## config.mk

```make
export PLATFORM = sky130hd
export DESIGN_NAME = miter_divergence_monitor
export DESIGN_NICKNAME = d
export VERILOG_FILES = /design/src/rtl/miter_divergence_monitor.sv
export SDC_FILE = /design/constraint.sdc
export NUM_CORES = 1
export LEC_CHECK = 0
export BUFFER_PORTS_ARGS = -buffer_cell sky130_fd_sc_hd__buf_2
export CORE_AREA = 2 2 127 129
export CTS_BUF_LIST = sky130_fd_sc_hd__clkbuf_16
export DETAILED_ROUTE_END_ITERATION = 6
export DIE_AREA = 0 0 129 131
export PLACE_DENSITY = 0.69
export SYNTH_ARGS = -nofsm -noshare
export SYNTH_HDL_FRONTEND = slang
export SYNTH_SLANG_ARGS = --single-unit
```

## constraint.sdc

```tcl
create_clock -name clk -period 3.8 [get_ports clk]
set_input_delay 0.19 -clock clk [delete_from_list [all_inputs] [get_ports clk]]
set_output_delay 0.19 -clock clk [all_outputs]
set_load 0.02 [all_outputs]
```

## src/rtl/miter_divergence_monitor.sv

```systemverilog
// Compares NUM_CH output streams of two design copies and records the first divergence.
// Latency: an event is visible one cycle after the offending beats are sampled.
// Backpressure: none; purely observational, every beat is consumed the cycle it is seen.
module miter_divergence_monitor #(
  parameter int NUM_CH     = 2,
  parameter int DATA_W     = 64,
  parameter int SKEW_DEPTH = 4,
  parameter int CYC_W      = 32,
  parameter int MODE       = 0,
  localparam int CH_W      = (NUM_CH > 1) ? $clog2(NUM_CH) : 1
) (
  input  logic                     clk,
  input  logic                     rst,
  input  logic [NUM_CH-1:0]        a_valid_i,
  input  logic [NUM_CH*DATA_W-1:0] a_data_i,
  input  logic [NUM_CH-1:0]        b_valid_i,
  input  logic [NUM_CH*DATA_W-1:0] b_data_i,
  output logic                     diverged_o,
  output logic [CH_W-1:0]          div_ch_o,
  output logic [1:0]               div_cause_o,
  output logic [CYC_W-1:0]         div_cycle_o,
  output logic [CYC_W-1:0]         cycle_o,
  output logic [NUM_CH-1:0]        pending_o
);

  localparam int PTR_W = $clog2(SKEW_DEPTH);
  localparam int CNT_W = PTR_W + 1;

  localparam logic [1:0] CAUSE_NONE = 2'b00;
  localparam logic [1:0] CAUSE_DATA = 2'b01;
  localparam logic [1:0] CAUSE_VLD  = 2'b10;
  localparam logic [1:0] CAUSE_OVF  = 2'b11;

  // Per-channel skew buffers: lead_q marks which copy the buffered beats came from (0 = A, 1 = B).
  logic [DATA_W-1:0] mem_q    [NUM_CH][SKEW_DEPTH];
  logic [DATA_W-1:0] mem_d    [NUM_CH][SKEW_DEPTH];
  logic [PTR_W-1:0]  wr_ptr_q [NUM_CH];
  logic [PTR_W-1:0]  wr_ptr_d [NUM_CH];
  logic [PTR_W-1:0]  rd_ptr_q [NUM_CH];
  logic [PTR_W-1:0]  rd_ptr_d [NUM_CH];
  logic [CNT_W-1:0]  cnt_q    [NUM_CH];
  logic [CNT_W-1:0]  cnt_d    [NUM_CH];
  logic [NUM_CH-1:0] lead_q, lead_d;

  logic [1:0]        cause [NUM_CH];

  logic              diverged_q, diverged_d;
  logic [CH_W-1:0]   div_ch_q, div_ch_d;
  logic [1:0]        div_cause_q, div_cause_d;
  logic [CYC_W-1:0]  div_cycle_q, div_cycle_d;
  logic [CYC_W-1:0]  cycle_q, cycle_d;

  // Per-channel event classification and skew-buffer next state.
  always_comb begin
    logic              a_v, b_v, empty, full, push, pop;
    logic [DATA_W-1:0] a_dat, b_dat, head, push_dat;
    mem_d    = mem_q;
    wr_ptr_d = wr_ptr_q;
    rd_ptr_d = rd_ptr_q;
    cnt_d    = cnt_q;
    lead_d   = lead_q;
    for (int k = 0; k < NUM_CH; k++) begin
      a_v      = a_valid_i[k];
      b_v      = b_valid_i[k];
      a_dat    = a_data_i[k*DATA_W +: DATA_W];
      b_dat    = b_data_i[k*DATA_W +: DATA_W];
      empty    = (cnt_q[k] == '0);
      full     = (cnt_q[k] == CNT_W'(SKEW_DEPTH));
      head     = mem_q[k][rd_ptr_q[k]];
      push     = 1'b0;
      pop      = 1'b0;
      push_dat = a_dat;
      cause[k] = CAUSE_NONE;
      if (MODE == 0) begin
        if (a_v != b_v) begin
          cause[k] = CAUSE_VLD;
        end else if (a_v && (a_dat != b_dat)) begin
          cause[k] = CAUSE_DATA;
        end
      end else begin
        case ({a_v, b_v})
          2'b10: begin
            if (empty || !lead_q[k]) begin
              // A is ahead (or level): buffer its beat unless there is no room.
              if (full) begin
                cause[k] = CAUSE_OVF;
              end else begin
                push      = 1'b1;
                push_dat  = a_dat;
                lead_d[k] = 1'b0;
              end
            end else begin
              // A catches up with a buffered B beat.
              pop = 1'b1;
              if (head != a_dat) cause[k] = CAUSE_DATA;
            end
          end
          2'b01: begin
            if (empty || lead_q[k]) begin
              if (full) begin
                cause[k] = CAUSE_OVF;
              end else begin
                push      = 1'b1;
                push_dat  = b_dat;
                lead_d[k] = 1'b1;
              end
            end else begin
              pop = 1'b1;
              if (head != b_dat) cause[k] = CAUSE_DATA;
            end
          end
          2'b11: begin
            if (empty) begin
              if (a_dat != b_dat) cause[k] = CAUSE_DATA;
            end else begin
              // Lagging side retires the head while the leading side refills the tail.
              pop  = 1'b1;
              push = 1'b1;
              if (!lead_q[k]) begin
                push_dat = a_dat;
                if (head != b_dat) cause[k] = CAUSE_DATA;
              end else begin
                push_dat = b_dat;
                if (head != a_dat) cause[k] = CAUSE_DATA;
              end
            end
          end
          default: ;
        endcase
        if (push) begin
          mem_d[k][wr_ptr_q[k]] = push_dat;
          wr_ptr_d[k]           = wr_ptr_q[k] + PTR_W'(1);
        end
        if (pop) begin
          rd_ptr_d[k] = rd_ptr_q[k] + PTR_W'(1);
        end
        if (push && !pop) begin
          cnt_d[k] = cnt_q[k] + CNT_W'(1);
        end else if (pop && !push) begin
          cnt_d[k] = cnt_q[k] - CNT_W'(1);
        end
      end
    end
  end

  // Saturating cycle counter and first-divergence capture (lowest channel wins, then frozen).
  always_comb begin
    cycle_d     = (cycle_q == '1) ? cycle_q : cycle_q + CYC_W'(1);
    diverged_d  = diverged_q;
    div_ch_d    = div_ch_q;
    div_cause_d = div_cause_q;
    div_cycle_d = div_cycle_q;
    if (!diverged_q) begin
      for (int k = NUM_CH - 1; k >= 0; k--) begin
        if (cause[k] != CAUSE_NONE) begin
          diverged_d  = 1'b1;
          div_ch_d    = CH_W'(k);
          div_cause_d = cause[k];
          div_cycle_d = cycle_q;
        end
      end
    end
  end

  // Residual skew indication per channel.
  always_comb begin
    pending_o = '0;
    for (int k = 0; k < NUM_CH; k++) begin
      pending_o[k] = (MODE != 0) && (cnt_q[k] != '0);
    end
  end

  // State registers; reset takes priority over any beat in the same cycle.
  always_ff @(posedge clk) begin
    if (rst) begin
      wr_ptr_q    <= '{default: '0};
      rd_ptr_q    <= '{default: '0};
      cnt_q       <= '{default: '0};
      lead_q      <= '0;
      diverged_q  <= 1'b0;
      div_ch_q    <= '0;
      div_cause_q <= CAUSE_NONE;
      div_cycle_q <= '0;
      cycle_q     <= '0;
    end else begin
      mem_q       <= mem_d;
      wr_ptr_q    <= wr_ptr_d;
      rd_ptr_q    <= rd_ptr_d;
      cnt_q       <= cnt_d;
      lead_q      <= lead_d;
      diverged_q  <= diverged_d;
      div_ch_q    <= div_ch_d;
      div_cause_q <= div_cause_d;
      div_cycle_q <= div_cycle_d;
      cycle_q     <= cycle_d;
    end
  end

  assign diverged_o  = diverged_q;
  assign div_ch_o    = div_ch_q;
  assign div_cause_o = div_cause_q;
  assign div_cycle_o = div_cycle_q;
  assign cycle_o     = cycle_q;

endmodule

```

==> results.json, run 1 <==
{
  "nets": 1106,
  "grt_setup_unrepaired": "no",
  "ys_seq_elements": 68,
  "place_inst": 1048,
  "syn_area_um2": 4444,
  "slew_viol_final": 0,
  "grt_overflow": 0,
  "slew_headroom": 0.5191,
  "crit_path_top_delay_cell": "dfxtp_1",
  "vias_per_cell": 4.550,
  "drc_errors": 0,
  "ios": 332,
  "drt_first_pass_iters": 5,
  "setup_viol": 0,
  "h-tree-depth": 3,
  "groute.usage.overall": 0.1966,
  "post_cts_resize_count": 0,
  "cts_tree": "built",
  "critPathMaxFanout": 24,
  "synthFlopType": "dfxtp_1",
  "maxCapViolations": 0,
  "synth_edf_count": 0,
  "powerDensity_nw_per_um2": 308.1,
  "final_hold_viol_count": 0,
  "finalClockSkew_ns": 0.007274,
  "yosys_warnings": 0,
  "cp-start-kind": "register",
  "post_drt_wl_per_cell_um": 16.45,
  "start_util": 0.2849,
  "synth.avg_cell_area_um2": 8.563,
  "clock.fmax_mhz": 387.9,
  "path_clk_slew_ns": 0.06,
  "numPortBuffers": 329,
  "worstSetupPathType": "register to register",
  "regArea_um2": 1361,
  "grt_pass1_wl_um": 25000,
  "status": "finished, final reports clean",
  "p_leak_nw": 3.220,
  "antenna_found_initial": 13,
  "clock_path_buffers": 2,
  "grt_pass1_vias": 4528,
  "multi_input_area_um2": 2949,
  "required_ns": 4.02,
  "synth-seq-area-share": 0.3063,
  "fin_util": 0.4256,
  "max-vdd-ir-drop_mv": 0.2607,
  "syn_to_final_growth_pct": 49.35,
  "drtIter0Drc": 217,
  "finalCriticalPeriod_ns": 2.578,
  "synthArstFlopShare": 0,
  "drive_above_1_share": 0.4281,
  "tightest_slew_ns": 0.7148,
  "core.rowCount": 46,
  "die_x_um": 129,
  "synth_cells": 519,
  "yosysUniqueCellTypes": 46,
  "hp-class": "input port to register",
  "clock_latency_ns": 0.33,
  "post-dp-hpwl_um": 14690,
  "cts-buffers-inserted": 9,
  "path_cells": "ha_1 -> nand2_1 -> nor3_1 -> nor3b_4 -> buf_4 -> nor2_1 -> a31o_2",
  "dieArea_um2": 16900,
  "cp_slowest_stage_delay_ns": 0.44,
  "cp_data_arrival_time_ns": 2.80,
  "clock_sinks": 68,
  "cts_hold_buffers": 0,
  "place_congestion": 0.9211,
  "cts_root_buffer": "clkbuf_16",
  "stdcell_count": 1074,
  "ant_nets": 0,
  "hold_slack_ns": 0.3689,
  "fillerInstances": 1573,
  "cp-end-kind": "register",
  "cts_setup_buffers": 0,
  "wl_um": 17670,
  "grt_max_degree": 37,
  "design.core.area_um2": 15600,
  "tns_ns": 0,
  "vias": 4887,
  "finalCritPeriodShare": 0.6784,
  "die_h_um": 131
}
==> metal layers <==
metal,vias up,GRT usage,part of all wire
met1,2194,0.2344,0.40
met2,223,0.3156,0.46
met4,8,0.04859,0.011
li1,2442,-,-
met3,20,0.1002,0.12
met5,-,0,0.0031
==> through the flow <==
stage	setup WS, ns	power, W	instance area (µm²)
floorplan	1.443	0.0009090	4448
finish	1.222	0.002045	6638
global placement	0.9623	0.001106	6272
CTS	1.158	0.002059	6613
detailed placement	0.8252	0.001109	6272
global route	0.9372	0.002125	6620
==> cell families (layout without fill, tap and decap cells) <==
group	count (synthesis)	in the layout	synth area share
multiplexers	35	35	0.07883
buffers and inverters	25	353	0.03237
other	1	12	0.0008438
XOR/XNOR	149	149	0.2936
adder cells (fa/ha/maj)	1	1	0.002815
AND/OR/NAND/NOR	215	215	0.2478
flip-flops	68	68	0.3063
AO/OA/AOI/OAI	25	25	0.03745
==> cells in the mapped netlist, types with 6 or more instances <==
| library cell | number | area [µm²] |
|---|---|---|
| nand4_1 | 11 | 68.82 |
| nand2_1 | 82 | 307.8 |
| nor4_1 | 43 | 269.0 |
| xnor2_1 | 19 | 166.4 |
| dfxtp_1 | 68 | 1361 |
| xor2_1 | 130 | 1139 |
| a21oi_1 | 6 | 30.03 |
| o21ai_0 | 6 | 30.03 |
| nor2_1 | 35 | 131.4 |
| nor3_1 | 11 | 55.05 |
| nand3_1 | 11 | 55.05 |
| mux2i_1 | 35 | 350.3 |
| clkbuf_1 | 10 | 37.54 |
==> critical path: cells and delay by family (launching register included) <==
kind	cells	cell delay (ns)
simple gates	4	1.19
flops	1	0.44
buf+inv	1	0.35
compound gates	1	0.26
fa+ha+maj	1	0.23
==> flip-flops by register name (all words and copies together), names as in the netlist <==
signal       flops
diverged_o       1
div_cycle_o     32
div_ch_o         1
cycle_o         32
div_cause_o      2
==> power breakdown <==
group / total [W] / internal [W] / leakage [nW] / switching, W
registers: 0.000729 / 0.000721 / 0.549 / 0.00000779
logic: 0.000368 / 0.000185 / 2.51 / 0.000183
clock network: 0.000949 / 0.000638 / 0.163 / 0.000311
==> cells in the final DEF, fill, tap and decap left out, drive strengths merged, types with 5 or more instances in the layout <==
master    n
buf     333
nor2     35
nand4    11
and4      5
xnor2    19
mux2i    35
nand3    13
dfxtp    68
xor2    130
nand2    82
nor4     46
clkbuf    9
o21ai     7
nor3     11
diode    10
a21oi     6
==> cell type report <==
cell class	instances	share of cell area
multi-input combinational	427	0.4443
inverter	4	0.002262
tap	216	0.04072
timing repair buffer	333	0.2526
clock inverter	7	0.01734
clock buffer	9	0.03393
antenna	10	0.003770
sequential	68	0.2051
==> path summary, 6_finish.rpt <==
check	from	endpoint	slack, ns	cells after the start
hold reg to reg	div_cycle_o[16]	div_cycle_o[16]	0.45	2
setup reg to reg	cycle_o[0]	cycle_o[4]	1.22	7
hold / removal	rst	cycle_o[24]	0.37	3
setup / recovery	cycle_o[0]	cycle_o[4]	1.22	7
No activity file was read; power rests on OpenSTA's default activity.
==> run 2: changes to the inputs <==
--- a/config.mk
+++ b/config.mk
@@ -6,11 +6,11 @@
 export NUM_CORES = 1
 export LEC_CHECK = 0
 export BUFFER_PORTS_ARGS = -buffer_cell sky130_fd_sc_hd__buf_2
-export CORE_AREA = 2 2 127 129
+export CORE_AREA = 2 2 128 130
 export CTS_BUF_LIST = sky130_fd_sc_hd__clkbuf_16
 export DETAILED_ROUTE_END_ITERATION = 6
-export DIE_AREA = 0 0 129 131
-export PLACE_DENSITY = 0.69
+export DIE_AREA = 0 0 130 132
+export PLACE_DENSITY = 0.68
 export SYNTH_ARGS = -nofsm -noshare
 export SYNTH_HDL_FRONTEND = slang
 export SYNTH_SLANG_ARGS = --single-unit
==> constraint.sdc (replaced) <==
create_clock -name clk -period 2.55 [get_ports clk]
set_input_delay 0.1275 -clock clk [delete_from_list [all_inputs] [get_ports clk]]
set_output_delay 0.1275 -clock clk [all_outputs]
set_load 0.02 [all_outputs]
==> results.json, run 2 (synthesis results as in run 1) <==
{
  "dpl_cell_area_um2": 6375,
  "tightest_slew_ns": 0.6668,
  "stdcell_area_um2": 6690,
  "dieArea_um2": 17160,
  "post-place-ws_ns": 0.1820,
  "start_util": 0.2828,
  "required_ns": 2.77,
  "worstSetupPathType": "register to register",
  "post_cts_resize_count": 0,
  "tns_ns": 0,
  "design.core.area_um2": 15710,
  "vias": 5011,
  "setup_slack_ns": 0.2149,
  "syn_to_final_growth_pct": 50.54,
  "crit_family": "simple AND/OR/NAND/NOR gates",
  "powerDensity_nw_per_um2": 423.5,
  "slew_headroom": 0.5548,
  "path_cells": "and4_4 -> and4_4 -> nand3_2 -> or4_4 -> nor2_1 -> a31oi_1 -> a41o_1",
  "worst-path-buf-inv": 0,
  "cp_data_arrival_time_ns": 2.55,
  "hp-class": "input port to register",
  "cts_root_buffer": "clkbuf_16",
  "core.rowCount": 46,
  "grt_max_degree": 41,
  "critPathMaxFanout": 6,
  "path_clk_slew_ns": 0.06,
  "place_congestion": 0.9005,
  "layout_commonest_cell": "buf_2",
  "status": "finished, final reports clean",
  "vias_per_cell": 4.606,
  "cts-buffers-inserted": 9,
  "slew_viol_final": 0,
  "finalCriticalPeriod_ns": 2.335,
  "antenna_found_initial": 17,
  "clock.fmax_mhz": 428.2,
  "die_h_um": 132,
  "grt_pass1_wl_um": 26730,
  "die_x_um": 130,
  "cp-end-kind": "register",
  "cp_slowest_stage_delay_ns": 0.62,
  "ios": 332,
  "finalCritPeriodShare": 0.9157,
  "grt_overflow": 0,
  "fin_util": 0.4258,
  "finalClockSkew_ns": 0.007176,
  "crit_path_top_delay_cell": "or4_4",
  "numPortBuffers": 329,
  "drc_errors": 0,
  "setup_viol": 0,
  "wl_um": 18160,
  "cts_setup_buffers": 0,
  "post-dp-hpwl_um": 15310,
  "maxCapViolations": 0,
  "h-tree-depth": 3,
  "p_leak_nw": 3.269,
  "ant_nets": 0,
  "clock_latency_ns": 0.33,
  "cts_tree": "built",
  "clock_sinks": 68,
  "max-vdd-ir-drop_mv": 0.3827,
  "mostFrequentLayoutCells": "buf_2, xor2_1, nand2_1, dfxtp_1, nor4_1",
  "grt_pass1_vias": 4977,
  "nets": 1118,
  "cp-start-kind": "register",
  "p_total_w": 0.002833,
  "cts_hold_buffers": 0,
  "fillerInstances": 1634,
  "drt_first_pass_iters": 4,
  "drtIter0Drc": 243,
  "drive_above_1_share": 0.4349,
  "grt_setup_unrepaired": "no",
  "crit_top_cell": "and4_4",
  "clock_path_buffers": 2,
  "groute.usage.overall": 0.2036,
  "post_drt_wl_per_cell_um": 16.69,
  "final_hold_viol_count": 0
}
## run 2: cell types whose count changed in the layout (fill, tap and decap cells not counted), sizes merged
cell    previous run  this run
diode             10        12
bufinv             3         1
buf              333       345
inv                4         6
## run 2: layout make-up
type | instances | area [µm²] | area share
Tap cell | 216 | 270.3 | 0.04040
Antenna cell | 12 | 30.03 | 0.004488
Clock buffer | 9 | 225.2 | 0.03366
Timing Repair Buffer | 345 | 1779 | 0.2659
Inverter | 4 | 15.01 | 0.002244
Clock inverter | 7 | 60.06 | 0.008977
Sequential cell | 68 | 1361 | 0.2035
Multi-Input combinational cell | 427 | 2949 | 0.4408
## run 2: through the flow
step / hold slack [ns] / std cells
CTS: 0.3116 / 1076
detailed placement: 0.4447 / 1060
global route: 0.3304 / 1082
finish: 0.3120 / 1088
global placement: 0.4395 / 1060
floorplan: 0.4326 / 520
## run 2: where the power goes
part	total [W]	leakage (nW)	internal, W	switching (W)
Combinational	0.000558	2.57	0.000283	0.000275
Sequential	0.00109	0.549	0.00107	0.0000138
Clock	0.00119	0.148	0.000743	0.000443
## run 2: worst register-to-register path: stages (launching register included)
cell and delay (ns):
dfxtp_1 0.41, and4_4 0.28, and4_4 0.26, nand3_2 0.10, or4_4 0.62, nor2_1 0.22, a31oi_1 0.12, a41o_1 0.20
## run 2: final timing paths
path,slack [ns],from,end,cells after the start
max,0.21,cycle_o[9],cycle_o[28],7
min,0.31,rst,cycle_o[24],3
max reg2reg,0.21,cycle_o[9],cycle_o[28],7
min reg2reg,0.45,div_cycle_o[27],div_cycle_o[27],2
## run 2: per-layer routing
| layer | GRT usage | part of all wire |
|---|---|---|
| met1 | 0.2379 | 0.40 |
| met2 | 0.3106 | 0.44 |
| met3 | 0.1144 | 0.13 |
| met4 | 0.07407 | 0.019 |
| met5 | 0 | 0.0043 |
